<file path="config.mk">
export PLATFORM = sky130hd
export DESIGN_NAME = mmio_decoder_v2
export DESIGN_NICKNAME = d
export VERILOG_FILES = /design/src/rtl/mmio_decoder_v2.sv
export SDC_FILE = /design/constraint.sdc
export NUM_CORES = 1
export LEC_CHECK = 0
export CAP_MARGIN = 10
export CORE_ASPECT_RATIO = 1.75
export CORE_UTILIZATION = 52
export CTS_BUF_LIST = sky130_fd_sc_hd__clkbuf_4 sky130_fd_sc_hd__clkbuf_8
export CTS_CLUSTER_DIAMETER = 60
export DETAILED_ROUTE_END_ITERATION = 8
export PLACE_DENSITY = 0.84
export SLEW_MARGIN = 20
export SYNTH_ARGS = -nofsm -noshare
export SYNTH_HDL_FRONTEND = slang
export SYNTH_SLANG_ARGS = --single-unit
export TNS_END_PERCENT = 50
</file>
<file path="constraint.sdc">
create_clock -name clk -period 5.4 [get_ports clk]
set_clock_uncertainty 0.05 [all_clocks]
set_input_delay 1.08 -clock clk [delete_from_list [all_inputs] [get_ports clk]]
set_output_delay 1.08 -clock clk [all_outputs]
set_load 0.005 [all_outputs]
</file>
<file path="src/rtl/mmio_decoder_v2.sv">
// MMIO address decoder: splits data-bus accesses between cache and fixed-size MMIO slots,
// with a control window in slot 0 holding staged/committed window registers and a fault recorder.
module mmio_decoder_v2 #(
    parameter int          NUM_SLOTS      = 8,
    parameter int          SLOT_SIZE_LOG2 = 10,
    parameter logic [31:0] DEFAULT_BASE   = 32'h0020_0000,
    parameter logic [31:0] DEFAULT_BOUND  = 32'h0040_0000
) (
    input  logic                      clk,
    input  logic                      rst_n,
    input  logic [31:0]               data_address,
    input  logic [31:0]               data_store,
    input  logic                      data_read,
    input  logic                      data_enable,
    input  logic [32*NUM_SLOTS-1:0]   slot_rdata,
    output logic [31:0]               data_fetch,
    output logic [NUM_SLOTS-1:0]      mmio_vector,
    output logic [NUM_SLOTS-1:0]      mmio_vector_ff,
    output logic                      cache_access,
    output logic                      cache_access_ff,
    output logic                      mmio_fault,
    output logic                      fault_pending
);

    localparam int          OW       = SLOT_SIZE_LOG2;
    localparam logic [32:0] MIN_SPAN = 33'(NUM_SLOTS) << SLOT_SIZE_LOG2;
    localparam logic [OW-1:0] OFS_BASE   = OW'(5'h00);
    localparam logic [OW-1:0] OFS_BOUND  = OW'(5'h04);
    localparam logic [OW-1:0] OFS_COMMIT = OW'(5'h08);
    localparam logic [OW-1:0] OFS_SLOTEN = OW'(5'h0C);
    localparam logic [OW-1:0] OFS_FADDR  = OW'(5'h10);
    localparam logic [OW-1:0] OFS_FCLR   = OW'(5'h14);

    logic [31:0]          base_q, base_d, bound_q, bound_d;
    logic [31:0]          stg_base_q, stg_base_d, stg_bound_q, stg_bound_d;
    logic [NUM_SLOTS-1:0] slot_en_q, slot_en_d;
    logic                 commit_rej_q, commit_rej_d;
    logic                 fault_pend_q, fault_pend_d;
    logic [31:0]          fault_addr_q, fault_addr_d;
    logic [31:0]          ctrl_rdata_q, ctrl_rdata_d;
    logic [NUM_SLOTS-1:0] vec_ff_q;
    logic                 cache_ff_q, fault_ff_q;

    logic        in_range, fault, ctrl_wr, ctrl_rd, commit_ok;
    logic [31:0] offset, slot_idx;
    logic [OW-1:0] ctrl_ofs;
    logic        unused_slot0;

    // Slot 0 is the internal control window; its device read-data field is never used.
    assign unused_slot0 = ^slot_rdata[31:0];

    always_comb begin
        mmio_vector = '0;
        in_range    = data_enable && (data_address >= base_q) && (data_address < bound_q);
        offset      = data_address - base_q;
        slot_idx    = offset >> SLOT_SIZE_LOG2;
        for (int i = 0; i < NUM_SLOTS; i++) begin
            mmio_vector[i] = in_range && (slot_idx == 32'(i)) && slot_en_q[i];
        end
    end

    assign cache_access = data_enable & ~in_range;
    assign fault        = in_range & ~(|mmio_vector);
    assign ctrl_ofs     = offset[OW-1:0];
    assign ctrl_wr      = mmio_vector[0] & ~data_read;
    assign ctrl_rd      = mmio_vector[0] & data_read;
    // 33-bit span check so a huge bound minus a small base cannot wrap into a false pass.
    assign commit_ok    = (stg_base_q[OW-1:0] == '0) && (stg_bound_q > stg_base_q) &&
                          (({1'b0, stg_bound_q} - {1'b0, stg_base_q}) >= MIN_SPAN);

    always_comb begin
        base_d       = base_q;
        bound_d      = bound_q;
        stg_base_d   = stg_base_q;
        stg_bound_d  = stg_bound_q;
        slot_en_d    = slot_en_q;
        commit_rej_d = commit_rej_q;
        fault_addr_d = fault_addr_q;
        fault_pend_d = fault_pend_q;
        ctrl_rdata_d = '0;

        if (ctrl_wr) begin
            case (ctrl_ofs)
                OFS_BASE:   stg_base_d  = data_store;
                OFS_BOUND:  stg_bound_d = data_store;
                OFS_COMMIT: begin
                    if (data_store[0]) begin
                        if (commit_ok) begin
                            base_d       = stg_base_q;
                            bound_d      = stg_bound_q;
                            commit_rej_d = 1'b0;
                        end else begin
                            commit_rej_d = 1'b1;
                        end
                    end
                end
                OFS_SLOTEN: slot_en_d = data_store[NUM_SLOTS-1:0] | NUM_SLOTS'(1);
                OFS_FCLR:   fault_pend_d = 1'b0;
                default:    ;
            endcase
        end

        if (ctrl_rd) begin
            case (ctrl_ofs)
                OFS_BASE:   ctrl_rdata_d = stg_base_q;
                OFS_BOUND:  ctrl_rdata_d = stg_bound_q;
                OFS_COMMIT: ctrl_rdata_d = {30'b0, fault_pend_q, commit_rej_q};
                OFS_SLOTEN: ctrl_rdata_d = 32'(slot_en_q);
                OFS_FADDR:  ctrl_rdata_d = fault_addr_q;
                default:    ctrl_rdata_d = '0;
            endcase
        end

        // Fault is evaluated last so it overrides a same-cycle clear.
        if (fault) begin
            fault_pend_d = 1'b1;
            fault_addr_d = data_address;
        end
    end

    always_ff @(posedge clk or negedge rst_n) begin
        if (!rst_n) begin
            base_q       <= DEFAULT_BASE;
            bound_q      <= DEFAULT_BOUND;
            stg_base_q   <= DEFAULT_BASE;
            stg_bound_q  <= DEFAULT_BOUND;
            slot_en_q    <= '1;
            commit_rej_q <= 1'b0;
            fault_pend_q <= 1'b0;
            fault_addr_q <= '0;
            ctrl_rdata_q <= '0;
            vec_ff_q     <= '0;
            cache_ff_q   <= 1'b1;
            fault_ff_q   <= 1'b0;
        end else begin
            base_q       <= base_d;
            bound_q      <= bound_d;
            stg_base_q   <= stg_base_d;
            stg_bound_q  <= stg_bound_d;
            slot_en_q    <= slot_en_d;
            commit_rej_q <= commit_rej_d;
            fault_pend_q <= fault_pend_d;
            fault_addr_q <= fault_addr_d;
            ctrl_rdata_q <= ctrl_rdata_d;
            vec_ff_q     <= mmio_vector;
            cache_ff_q   <= cache_access;
            fault_ff_q   <= fault;
        end
    end

    always_comb begin
        data_fetch = '0;
        if (!(cache_ff_q || fault_ff_q)) begin
            if (vec_ff_q[0]) begin
                data_fetch = ctrl_rdata_q;
            end else begin
                for (int i = 1; i < NUM_SLOTS; i++) begin
                    if (vec_ff_q[i]) data_fetch = slot_rdata[32*i +: 32];
                end
            end
        end
    end

    assign mmio_vector_ff  = vec_ff_q;
    assign cache_access_ff = cache_ff_q;
    assign mmio_fault      = fault_ff_q;
    assign fault_pending   = fault_pend_q;

endmodule

</file>
==> results.json <==
{
  "antenna_found_initial": 10,
  "grtUsageTotal_pct": 37.6,
  "yosys_warnings": 0,
  "final_common_cell": "clkdlybuf4s50_1",
  "top_usage_layer": "met2",
  "grtUsageMet2_pct": 65.5,
  "ant_nets": 0,
  "grt_pass1_vias": 15900,
  "io_pins": 376,
  "syn_to_final_growth_pct": 39.4,
  "vdd_drop_max_uv": 193,
  "via_per_inst": 6.07,
  "grt-ovfl-total": 0,
  "cts_buffer_depth": 3,
  "holdBufCountCts": 0,
  "dp_cells": 2488,
  "ys_seq_area_share_pct": 34.6,
  "ys_seq_elements": 211,
  "min_path_type": "in -> async",
  "synth_flop_cell": "dfrtp_1",
  "arrival_ns": 4.20,
  "final_cells": 2570,
  "initial_core_util_pct": 53.1,
  "cts_tree": "yes",
  "clkTransAtPathRegs_ns": 0.07,
  "rsz0062_at_grt": "true",
  "power_density_nw_per_um2": 165,
  "finalCriticalPeriod_ns": 5.33,
  "fin_crit_sh_pct": 98.7,
  "worstPathCellList": "buf_8, ha_4, nor2b_4, o31a_4, or3_4, a21oi_4, o31ai_2, xnor2_1, nand4_1, nor4b_2, and4b_2, buf_6, nor2b_4, and3_4, buf_6",
  "synth_area_um2": 15300,
  "cp-start-kind": "primary input",
  "cpPeakStageDelay_ns": 0.42,
  "grtUsageMet3_pct": 6.12,
  "fmax_ghz": 0.188,
  "htreeDepth": 1,
  "use_met1_pct": 42.4,
  "leakage_nw": 9.78,
  "io_buffers": 343,
  "dp_slack_ns": -0.882,
  "grt_max_degree": 66,
  "relSlewSlack_pct": 31.3,
  "ys_types": 77,
  "route.detailed.drc": 0,
  "cts_root_buf": "clkbuf_8",
  "final_nets": 2581,
  "fin_ws_ns": 0.0703,
  "status": "complete, no violations",
  "drtIter0Drc": 1215,
  "drive_above_1_share_pct": 23.0,
  "core_um2": 28800,
  "worst-slew-pin-transition_ns": 1.03,
  "end_kind": "output port",
  "layout_common_cells": "clkdlybuf4s50_1 (305), dfrtp_1 (193), buf_4 (179)",
  "finalHoldViolations": 0,
  "crit_type": "in -> out",
  "clkLatencyLatePin_ns": 0.63,
  "synthesis.nets": 2127,
  "grt_pass1_wl_mm": 87.8,
  "rows": 82,
  "die_area_um2": 30100,
  "syn_inst": 1707,
  "cp_max_fo": 6,
  "die_x_um": 132,
  "gp_routability_congestion": 1.03,
  "wl_per_cell_um": 22.5,
  "die_y_um": 229,
  "setup_violations": 0,
  "syn_avg_cell_area_um2": 8.96,
  "async_flop_share_pct": 100,
  "drtPass1Iterations": 6,
  "routed_wl_mm": 57.7,
  "dr_total_vias": 15600,
  "synth_edf_count": 0,
  "cap_violations": 0,
  "dp.final_hpwl_mm": 44.2,
  "cts_num_sinks": 211,
  "crit_required_ns": 4.27,
  "drv_slew": 0,
  "cts_buffers": 30,
  "cp_slowest_cell": "or3_4"
}
==> registers in the layout (all words and copies together), names as in the netlist <==
name / count
base_q: 32
bound_q: 32
ctrl_rdata_q: 32
fault_addr_q: 32
stg_base_q: 32
stg_bound_q: 32
mmio_vector_ff: 8
slot_en_q: 7
cache_access_ff: 1
commit_rej_q: 1
fault_pending: 1
mmio_fault: 1
==> worst max-delay path: cells and delay by family <==
kind | cells | cell delay (ns)
and+or+nand+nor | 7 | 1.76
AOI/OAI and AO/OA | 3 | 0.58
buffers and inverters | 3 | 0.32
xor gates and xnor gates | 1 | 0.24
adders and majority gates | 1 | 0.23
==> repair_timing <==
action | 4_1_cts | 5_1_grt
gates resized for setup | 146 | 54
setup buffers | 11 | 8
setup endpoints to repair | 9 | 8
pin swaps | 39 | 36
==> layout make-up <==
cell class                      instances  area [um2]
Multi-Input combinational cell       1277        9630
Tap cell                              378         473
Fill cell                            2021        7510
Clock inverter                         11        90.1
Timing Repair Buffer                  529        4810
Inverter                              112         420
Clock buffer                           45         576
Antenna cell                            7        17.5
Sequential cell                       211        5300
==> synth_stat cells (31+ instances only) <==
library cell  instances  area share (%)
nor3_1               52             1.7
nand2_1             128             3.1
nor2b_1              39             1.6
mux2_4               48             4.7
a221oi_1             33             1.9
ha_1                 95             7.8
a21oi_1             193             6.3
clkbuf_1             73             1.8
o21ai_0              79             2.6
mux2_2               83             6.1
mux2i_1              64             4.2
dfrtp_1             199              33
nor2_1              154             3.8
nand4_1              31             1.3
inv_1               112             2.7
==> path summary, 6_finish.rpt <==
path                                      startpoint                       to  slack (ns)  cells after the start
min reg2reg                   base_q[21]$_DFFE_PN1P_   base_q[21]$_DFFE_PN1P_        0.45                      2
max reg2reg                stg_base_q[9]$_DFFE_PN0P_  bound_q[27]$_DFFE_PN0P_        0.97                     14
max in group asynchronous                      rst_n  bound_q[27]$_DFFE_PN0P_        3.78                      2
min in group clk              base_q[21]$_DFFE_PN1P_   base_q[21]$_DFFE_PN1P_        0.45                      2
min                                            rst_n   bound_q[4]$_DFFE_PN0P_        0.37                      1
max                                  data_address[1]           mmio_vector[1]        0.07                     15
==> per-layer routing <==
layer	wire (um)	up-vias	share of wire, %
li1	-	7051	-
met1	20700	7513	36
met2	28500	818	49
met3	4660	205	8.1
met4	3790	2	6.6
met5	15	-	0.026
==> per-stage QoR <==
step	setup TNS, ns	hold WS [ns]	cell area, um2	total power [W]	utilization, %
2_1_floorplan	0	0.404	15300	0.00172	-
3_3_place_gp	-6.25	0.418	20000	0.00209	69.5
3_5_place_dp	-6.67	0.421	20000	0.00210	69.5
4_1_cts	0	0.374	21200	0.00351	73.4
5_1_grt	-0.0250	0.393	21300	0.00363	74.0
6_report	0	0.373	21300	0.00352	74.0
==> power breakdown <==
part | internal, W | switching, W | leakage [nW]
sequential | 0.00158 | 0.000000154 | 2.78
clock | 0.000736 | 0.000674 | 0.356
combinational | 0.000305 | 0.000225 | 6.65
==> cells by family (layout without fill, tap and decap cells) <==
family,count (synthesis),after routing,synth area share [%]
AND/OR/NAND/NOR,494,494,15.3
AO/OA/AOI/OAI,450,450,18.6
buffers and inverters,219,697,6.02
flip-flops,211,211,34.6
multiplexers,201,201,15.5
adder cells (fa/ha/maj),96,96,7.90
XOR/XNOR,36,36,2.06
other,0,7,0
No activity file was read; power rests on OpenSTA's default activity.
